## config.mk

```make
export PLATFORM = sky130hd
export DESIGN_NAME = tlb_rr_flat
export DESIGN_NICKNAME = d
export VERILOG_FILES = /design/src/rtl/tlb_rr_if.sv /design/src/rtl/tlb_rr.sv /design/src/flat_wrapper.sv
export SDC_FILE = /design/constraint.sdc
export NUM_CORES = 1
export LEC_CHECK = 0
export CORE_MARGIN = 10
export CORE_UTILIZATION = 60
export DETAILED_ROUTE_END_ITERATION = 8
export PLACE_DENSITY = 0.82
export SLEW_MARGIN = 20
export SYNTH_ARGS = -nofsm -noshare
export SYNTH_HDL_FRONTEND = slang
export SYNTH_SLANG_ARGS = --single-unit
```

## constraint.sdc

```tcl
create_clock -name clk -period 7.7 [get_ports clk]
set_input_delay 1.155 -clock clk [delete_from_list [all_inputs] [get_ports clk]]
set_output_delay 1.155 -clock clk [all_outputs]
set_load 0.05 [all_outputs]
```

## src/rtl/tlb_rr_if.sv

```systemverilog
// Lookup, fill/flush and response bundle of the round-robin TLB.
// The master drives requests and fills; the slave (the TLB) returns responses and status.
interface tlb_rr_if #(
    parameter int ADDR_W = 32,
    parameter int VPN_W  = 20,
    parameter int PFN_W  = 20,
    parameter int CNT_W  = 16
);
    logic              req_valid;
    logic [ADDR_W-1:0] req_address;
    logic              req_rw;
    logic              req_is_mem;

    logic              fill_valid;
    logic [VPN_W-1:0]  fill_vpn;
    logic [PFN_W-1:0]  fill_pfn;
    logic              fill_p;
    logic              fill_rw;
    logic              fill_pcd;
    logic              flush;

    logic              resp_valid;
    logic [PFN_W-1:0]  resp_pf;
    logic              resp_pcd;
    logic              resp_hit;
    logic              resp_miss;
    logic              resp_prot_exc;
    logic              full;
    logic [CNT_W-1:0]  hit_cnt;
    logic [CNT_W-1:0]  miss_cnt;

    modport master (
        output req_valid, req_address, req_rw, req_is_mem,
        output fill_valid, fill_vpn, fill_pfn, fill_p, fill_rw, fill_pcd, flush,
        input  resp_valid, resp_pf, resp_pcd, resp_hit, resp_miss, resp_prot_exc,
        input  full, hit_cnt, miss_cnt
    );

    modport slave (
        input  req_valid, req_address, req_rw, req_is_mem,
        input  fill_valid, fill_vpn, fill_pfn, fill_p, fill_rw, fill_pcd, flush,
        output resp_valid, resp_pf, resp_pcd, resp_hit, resp_miss, resp_prot_exc,
        output full, hit_cnt, miss_cnt
    );
endinterface

```

## src/rtl/tlb_rr.sv

```systemverilog
// Self-contained TLB with registered one-cycle lookups, duplicate-free fills,
// round-robin eviction, single-cycle flush and saturating hit/miss counters.
module tlb_rr #(
    parameter int ENTRIES = 8,
    parameter int ADDR_W  = 32,
    parameter int VPN_W   = 20,
    parameter int PFN_W   = 20,
    parameter int CNT_W   = 16
) (
    input  logic     clk,
    input  logic     rst_n,
    tlb_rr_if.slave  bus
);
    localparam int IDX_W = $clog2(ENTRIES);

    logic [VPN_W-1:0]   vpn_q [ENTRIES];
    logic [PFN_W-1:0]   pfn_q [ENTRIES];
    logic [ENTRIES-1:0] valid_q;
    logic [ENTRIES-1:0] p_q;
    logic [ENTRIES-1:0] rw_q;
    logic [ENTRIES-1:0] pcd_q;
    logic [IDX_W-1:0]   victim_q;

    logic               resp_valid_q;
    logic [PFN_W-1:0]   resp_pf_q;
    logic               resp_pcd_q;
    logic               resp_hit_q;
    logic               resp_miss_q;
    logic               resp_prot_q;
    logic [CNT_W-1:0]   hit_cnt_q;
    logic [CNT_W-1:0]   miss_cnt_q;

    logic [VPN_W-1:0]   req_vpn;
    logic               lk_match;
    logic [IDX_W-1:0]   lk_idx;
    logic [PFN_W-1:0]   nx_pf;
    logic               nx_pcd;
    logic               nx_hit;
    logic               nx_miss;
    logic               nx_prot;

    logic               fl_match;
    logic [IDX_W-1:0]   fl_midx;
    logic               fl_free;
    logic [IDX_W-1:0]   fl_fidx;
    logic [IDX_W-1:0]   fl_tgt;
    logic               fl_evict;
    logic               fill_en;

    assign req_vpn = bus.req_address[ADDR_W-1 -: VPN_W];

    // Descending scan so the lowest matching index is the one left standing.
    always_comb begin
        lk_match = 1'b0;
        lk_idx   = '0;
        for (int i = ENTRIES - 1; i >= 0; i--) begin
            if (valid_q[i] && (vpn_q[i] == req_vpn)) begin
                lk_match = 1'b1;
                lk_idx   = IDX_W'(i);
            end
        end
    end

    always_comb begin
        nx_pf   = '0;
        nx_pcd  = 1'b0;
        nx_hit  = 1'b0;
        nx_miss = 1'b0;
        nx_prot = 1'b0;
        if (!bus.req_is_mem) begin
            nx_hit = 1'b1;
            nx_pf  = PFN_W'(req_vpn);
        end else if (lk_match && p_q[lk_idx]) begin
            nx_pf  = pfn_q[lk_idx];
            nx_pcd = pcd_q[lk_idx];
            if (bus.req_rw && !rw_q[lk_idx]) begin
                nx_prot = 1'b1;
            end else begin
                nx_hit = 1'b1;
            end
        end else begin
            nx_miss = 1'b1;
        end
    end

    always_comb begin
        fl_match = 1'b0;
        fl_midx  = '0;
        fl_free  = 1'b0;
        fl_fidx  = '0;
        for (int i = ENTRIES - 1; i >= 0; i--) begin
            if (valid_q[i] && (vpn_q[i] == bus.fill_vpn)) begin
                fl_match = 1'b1;
                fl_midx  = IDX_W'(i);
            end
            if (!valid_q[i]) begin
                fl_free = 1'b1;
                fl_fidx = IDX_W'(i);
            end
        end
        fl_evict = 1'b0;
        if (fl_match) begin
            fl_tgt = fl_midx;
        end else if (fl_free) begin
            fl_tgt = fl_fidx;
        end else begin
            fl_tgt   = victim_q;
            fl_evict = 1'b1;
        end
        fill_en = bus.fill_valid && !bus.flush;
    end

    always_ff @(posedge clk or negedge rst_n) begin
        if (!rst_n) begin
            valid_q      <= '0;
            victim_q     <= '0;
            resp_valid_q <= 1'b0;
            resp_pf_q    <= '0;
            resp_pcd_q   <= 1'b0;
            resp_hit_q   <= 1'b0;
            resp_miss_q  <= 1'b0;
            resp_prot_q  <= 1'b0;
            hit_cnt_q    <= '0;
            miss_cnt_q   <= '0;
        end else begin
            resp_valid_q <= bus.req_valid;
            if (bus.req_valid) begin
                resp_pf_q   <= nx_pf;
                resp_pcd_q  <= nx_pcd;
                resp_hit_q  <= nx_hit;
                resp_miss_q <= nx_miss;
                resp_prot_q <= nx_prot;
                if (nx_hit && bus.req_is_mem && (hit_cnt_q != '1)) begin
                    hit_cnt_q <= hit_cnt_q + CNT_W'(1);
                end
                if (nx_miss && (miss_cnt_q != '1)) begin
                    miss_cnt_q <= miss_cnt_q + CNT_W'(1);
                end
            end
            if (bus.flush) begin
                valid_q  <= '0;
                victim_q <= '0;
            end else if (fill_en) begin
                valid_q[fl_tgt] <= 1'b1;
                if (fl_evict) begin
                    victim_q <= victim_q + IDX_W'(1);
                end
            end
        end
    end

    // Translation payload is deliberately left out of reset; valid_q gates it.
    always_ff @(posedge clk) begin
        if (fill_en) begin
            vpn_q[fl_tgt] <= bus.fill_vpn;
            pfn_q[fl_tgt] <= bus.fill_pfn;
            p_q[fl_tgt]   <= bus.fill_p;
            rw_q[fl_tgt]  <= bus.fill_rw;
            pcd_q[fl_tgt] <= bus.fill_pcd;
        end
    end

    assign bus.resp_valid    = resp_valid_q;
    assign bus.resp_pf       = resp_pf_q;
    assign bus.resp_pcd      = resp_pcd_q;
    assign bus.resp_hit      = resp_hit_q;
    assign bus.resp_miss     = resp_miss_q;
    assign bus.resp_prot_exc = resp_prot_q;
    assign bus.full          = &valid_q;
    assign bus.hit_cnt       = hit_cnt_q;
    assign bus.miss_cnt      = miss_cnt_q;
endmodule
```

## src/flat_wrapper.sv

```systemverilog
// flat-port wrapper written by rule: the top's interface ports become plain ports
module tlb_rr_flat 
#(
    parameter int ENTRIES = 8,
    parameter int ADDR_W  = 32,
    parameter int VPN_W   = 20,
    parameter int PFN_W   = 20,
    parameter int CNT_W   = 16
)
  (clk, rst_n, bus_req_valid, bus_req_address, bus_req_rw, bus_req_is_mem, bus_fill_valid, bus_fill_vpn, bus_fill_pfn, bus_fill_p, bus_fill_rw, bus_fill_pcd, bus_flush, bus_resp_valid, bus_resp_pf, bus_resp_pcd, bus_resp_hit, bus_resp_miss, bus_resp_prot_exc, bus_full, bus_hit_cnt, bus_miss_cnt);
  tlb_rr_if #(.ADDR_W(ADDR_W), .VPN_W(VPN_W), .PFN_W(PFN_W), .CNT_W(CNT_W)) bus_i ();
  input  logic clk;
  input  logic rst_n;
  input wire logic [$bits(bus_i.req_valid)-1:0] bus_req_valid;
  input wire logic [$bits(bus_i.req_address)-1:0] bus_req_address;
  input wire logic [$bits(bus_i.req_rw)-1:0] bus_req_rw;
  input wire logic [$bits(bus_i.req_is_mem)-1:0] bus_req_is_mem;
  input wire logic [$bits(bus_i.fill_valid)-1:0] bus_fill_valid;
  input wire logic [$bits(bus_i.fill_vpn)-1:0] bus_fill_vpn;
  input wire logic [$bits(bus_i.fill_pfn)-1:0] bus_fill_pfn;
  input wire logic [$bits(bus_i.fill_p)-1:0] bus_fill_p;
  input wire logic [$bits(bus_i.fill_rw)-1:0] bus_fill_rw;
  input wire logic [$bits(bus_i.fill_pcd)-1:0] bus_fill_pcd;
  input wire logic [$bits(bus_i.flush)-1:0] bus_flush;
  output wire logic [$bits(bus_i.resp_valid)-1:0] bus_resp_valid;
  output wire logic [$bits(bus_i.resp_pf)-1:0] bus_resp_pf;
  output wire logic [$bits(bus_i.resp_pcd)-1:0] bus_resp_pcd;
  output wire logic [$bits(bus_i.resp_hit)-1:0] bus_resp_hit;
  output wire logic [$bits(bus_i.resp_miss)-1:0] bus_resp_miss;
  output wire logic [$bits(bus_i.resp_prot_exc)-1:0] bus_resp_prot_exc;
  output wire logic [$bits(bus_i.full)-1:0] bus_full;
  output wire logic [$bits(bus_i.hit_cnt)-1:0] bus_hit_cnt;
  output wire logic [$bits(bus_i.miss_cnt)-1:0] bus_miss_cnt;
  assign bus_i.req_valid = bus_req_valid;
  assign bus_i.req_address = bus_req_address;
  assign bus_i.req_rw = bus_req_rw;
  assign bus_i.req_is_mem = bus_req_is_mem;
  assign bus_i.fill_valid = bus_fill_valid;
  assign bus_i.fill_vpn = bus_fill_vpn;
  assign bus_i.fill_pfn = bus_fill_pfn;
  assign bus_i.fill_p = bus_fill_p;
  assign bus_i.fill_rw = bus_fill_rw;
  assign bus_i.fill_pcd = bus_fill_pcd;
  assign bus_i.flush = bus_flush;
  assign bus_resp_valid = bus_i.resp_valid;
  assign bus_resp_pf = bus_i.resp_pf;
  assign bus_resp_pcd = bus_i.resp_pcd;
  assign bus_resp_hit = bus_i.resp_hit;
  assign bus_resp_miss = bus_i.resp_miss;
  assign bus_resp_prot_exc = bus_i.resp_prot_exc;
  assign bus_full = bus_i.full;
  assign bus_hit_cnt = bus_i.hit_cnt;
  assign bus_miss_cnt = bus_i.miss_cnt;
  tlb_rr #(.ENTRIES(ENTRIES), .ADDR_W(ADDR_W), .VPN_W(VPN_W), .PFN_W(PFN_W), .CNT_W(CNT_W)) u_core (.clk(clk), .rst_n(rst_n), .bus(bus_i));
endmodule
```

==> flow_metrics.py <==
metrics = {
    "worst_setup_path": {
        "startpoint_type": "primary input",
        "crit_chain": "clkdlybuf4s50_1, xnor2_1, or4b_1, or4_4, nor4_4, inv_2, a41o_2, mux2i_4, o41ai_4, nand3_1, buf_4, o21ai_0",
        "cp_data_required_time_ns": 8.12,
        "arrival_ns": 6.31,
        "reg2reg_from": "u_core.vpn_q[4][11]$_DFFE_PP_",
        "crit_end": "u_core.bus.resp_pf[17]$_DFFE_PN0P_",
        "ff2ff_setup_slack_ns": 2.94,
        "slowest_stage": "clkdlybuf4s50_1",
        "crit_path_max_incr_delay_ns": 0.97,
        "worst-r2r-cell-count": 11,
        "rr_endpoint": "u_core.vpn_q[0][9]$_DFFE_PP_",
        "critPathMaxFanout": 20,
        "path_class": "in -> reg",
        "critPathLaunch": "bus_req_address[26]",
        "worst_setup_path_end_kind": "flop",
    },
    "place": {
        "place.gp.congestion": 0.926,
        "dp.cells": 2024,
        "dp_hpwl_mm": 34.2,
        "io_buffers": 127,
        "place_ws_ns": 1.41,
    },
    "sta": {
        "worst_pin_slew_ns": 1.11,
        "fin_ws_ns": 1.81,
        "fmax_mhz": 170,
        "finalHoldViolCount": 0,
        "drv_slew": 0,
        "rsz0062_at_grt": "no",
        "skew_ns": 0.0276,
        "fin_crit_sh": 0.766,
        "period_needed_ns": 5.89,
        "slew_headroom": 0.257,
        "setup_tns_ns": 0,
        "finalSetupViolations": 0,
    },
    "global_routing": {
        "antenna_found_initial": 0,
        "grt_pass1_wl_mm": 80.2,
        "grt_pass1_vias": 13500,
        "track_usage": 0.256,
        "grt_max_degree": 69,
        "grt-ovfl-total": 0,
    },
    "clock_network": {
        "cts-hold-fix-buffers": 0,
        "cts_tree": "done",
        "htreeDepth": 2,
        "clock_sinks": 412,
        "cts_inserted_buffers": 43,
        "cts_resized": 0,
        "root_buffer": "clkbuf_16",
        "cts_setup_buffers": 0,
        "cts.path.max_buffers": 3,
        "insertion_delay_ns": 0.56,
        "clk_pin_slew_ns": 0.06,
    },
    "synth": {
        "synth_compound_area_frac": 0.0502,
        "yosysWarnings": 0,
        "seq_area_frac_synth": 0.609,
        "synthAdderAreaFrac": 0.00190,
        "synth-xor-area-share": 0.157,
        "syn_avg_cell_area_sq_um": 13.3,
        "ys.flop_type": "edfxtp_1",
        "synth-edff-count": 344,
        "synth_top_area_cell": "edfxtp_1",
        "yosys-top-cells-area": "edfxtp_1, xnor2_1, dfrtp_1",
        "ys_ff_latch": 412,
        "synth_cell_types": 66,
        "synthMuxAreaShare": 0.0575,
        "synth_area_sq_um": 19800,
        "synth_top_family_by_area": "XOR/XNOR gates",
        "async_flop_share": 0.165,
        "syn_inst": 1489,
        "synth.top_cell.area_share": 0.523,
        "yosys.area_share.simple": 0.101,
        "syn_nets": 1574,
    },
    "final_layout": {
        "final_cell_mix": "edfxtp_1, xnor2_1, clkdlybuf4s50_1, mux2i_1, xor2_1",
        "final_common_cell": "edfxtp_1",
        "fin_cells": 2105,
        "final_nets": 1712,
        "drive_above_1_share": 0.0824,
        "area_growth_syn_to_layout_pct": 16.9,
    },
    "die": {
        "num_rows": 66,
        "die_w_um": 202,
        "start_util": 0.607,
        "pin_count": 140,
        "dieHeight_um": 202,
        "dieArea_sq_um": 40600,
        "design.core.area_sq_um": 32500,
    },
    "drt": {
        "wl_per_cell_um": 25.4,
        "via_per_inst": 6.37,
        "firstDrtPassIters": 5,
        "wirelength_mm": 53.5,
        "drtAntennaViolNets": 0,
        "drc_errors": 0,
        "drtIter0Drc": 1653,
        "vias": 13400,
    },
    "status": {
        "status": "completed",
    },
    "power": {
        "p_switching_w": 0.00123,
        "comb_power_share": 0.099,
        "swShare": 0.241,
        "p_leak_nw": 7.48,
        "p_clk_frac": 0.411,
        "intPower_w": 0.00388,
        "cellPowerDensity_nw_per_um2": 221,
        "pwr-share-seq": 0.491,
        "vdd.ir_drop.worst_mv": 0.250,
    },
    "hold_path": {
        "holdCritPathClass": "reg -> reg",
    },
    "run": {
        "max_cap_viol_count": 0,
    },
}
synthesized netlist by cell type, types with 3 or more instances:
| library cell | instances |
|---|---|
| edfxtp_1 | 344 |
| xnor2_1 | 251 |
| mux2i_1 | 108 |
| xor2_1 | 103 |
| nand4_1 | 89 |
| dfrtp_1 | 68 |
| o21ai_0 | 65 |
| clkbuf_1 | 48 |
| nand3_1 | 42 |
| nor4_1 | 42 |
| nor2_1 | 40 |
| nand2_1 | 37 |
| a21oi_1 | 32 |
| inv_1 | 32 |
| and2_1 | 25 |
| a211oi_1 | 21 |
| buf_2 | 17 |
| and3_1 | 13 |
| or4_1 | 7 |
| a21o_1 | 5 |
| and4_1 | 5 |
| buf_4 | 5 |
| nor4b_1 | 5 |
| o22ai_1 | 5 |
| a31oi_1 | 4 |
| buf_6 | 4 |
| o211ai_1 | 4 |
| or3b_2 | 4 |
| a311oi_1 | 3 |
| ha_1 | 3 |
| nand3b_1 | 3 |
| nor2b_1 | 3 |
| nor3_1 | 3 |
| o21ai_1 | 3 |
| or2_2 | 3 |
| or4b_1 | 3 |
| or4b_2 | 3 |
how the worst min path moves through the flow:
stage	from	endpoint	slack [ns]	cells past startpoint
floorplan	u_core.victim_q[2]$_DFFE_PN0P_	u_core.victim_q[2]$_DFFE_PN0P_	0.51	2
global placement	u_core.bus.miss_cnt[7]$_DFFE_PN0P_	u_core.bus.miss_cnt[7]$_DFFE_PN0P_	0.48	1
detailed placement	u_core.bus.miss_cnt[13]$_DFFE_PN0P_	u_core.bus.miss_cnt[13]$_DFFE_PN0P_	0.48	1
CTS	u_core.bus.miss_cnt[15]$_DFFE_PN0P_	u_core.bus.miss_cnt[15]$_DFFE_PN0P_	0.50	1
global route	u_core.bus.hit_cnt[10]$_DFFE_PN0P_	u_core.bus.hit_cnt[10]$_DFFE_PN0P_	0.52	1
finish	u_core.bus.miss_cnt[7]$_DFFE_PN0P_	u_core.bus.miss_cnt[7]$_DFFE_PN0P_	0.50	1
metrics by stage:
step,util,total power [W],hold WS [ns],cell area (sq um)
after floorplan,-,0.00283,0.505,19800
after global placement,0.666,0.00304,0.477,21700
after detailed placement,0.666,0.00305,0.482,21700
after CTS,0.710,0.00511,0.499,23100
after global routing,0.710,0.00526,0.515,23100
final,0.710,0.00511,0.498,23100
power groups by stage:
| stage | sequential (W) | clock, W | combinational (W) |
|---|---|---|---|
| 6_report | 0.00251 | 0.00210 | 0.000504 |
| 5_1_grt | 0.00251 | 0.00222 | 0.000530 |
| 4_1_cts | 0.00251 | 0.00210 | 0.000500 |
| 3_5_place_dp | 0.00255 | 0 | 0.000495 |
| 3_3_place_gp | 0.00255 | 0 | 0.000485 |
| 2_1_floorplan | 0.00263 | 0 | 0.000199 |
metal layers:
layer  part of all wire  GRT usage  vias to the layer above
met5                  0          0                        -
met1               0.39      0.343                     6614
met2               0.46      0.401                      848
li1                   -          -                     5789
met4              0.040      0.103                        0
met3               0.11     0.0537                      156
registers in the layout, summed over array words and instances (netlist names), 3 cells and up:
register	flops
u_core.pcd_q	8
u_core.bus.miss_cnt	16
u_core.valid_q	8
u_core.bus.hit_cnt	16
u_core.rw_q	8
u_core.victim_q	3
u_core.vpn_q	160
u_core.bus.resp_pf	20
u_core.p_q	8
u_core.pfn_q	160
logic make-up (layout without fill, tap and decap cells):
group | Yosys count | in the layout
flops | 412 | 412
xor+xnor | 354 | 354
simple gates | 340 | 340
compound gates | 161 | 161
mux | 112 | 112
buf+inv | 107 | 280
fa+ha+maj | 3 | 3
other cells | 0 | 1
critical path, delay by kind of cell:
kind / cells / cell delay [ns]
buffers and inverters: 3 / 1.30
AOI/OAI and AO/OA: 3 / 1.40
xor gates and xnor gates: 1 / 0.46
and+or+nand+nor: 4 / 1.76
muxes: 1 / 0.21
final cells by class:
class                   instances  area (sq um)
clock buffers                  55          1150
inverters                      33           124
fillers                      2169          9430
flip-flops and latches        412         12000
multi-input cells             970          7350
repair buffers                167          1610
well taps                     442           553
diodes                          1          2.50
clock inverters                25           285
Power figures use the tool's default switching activity.
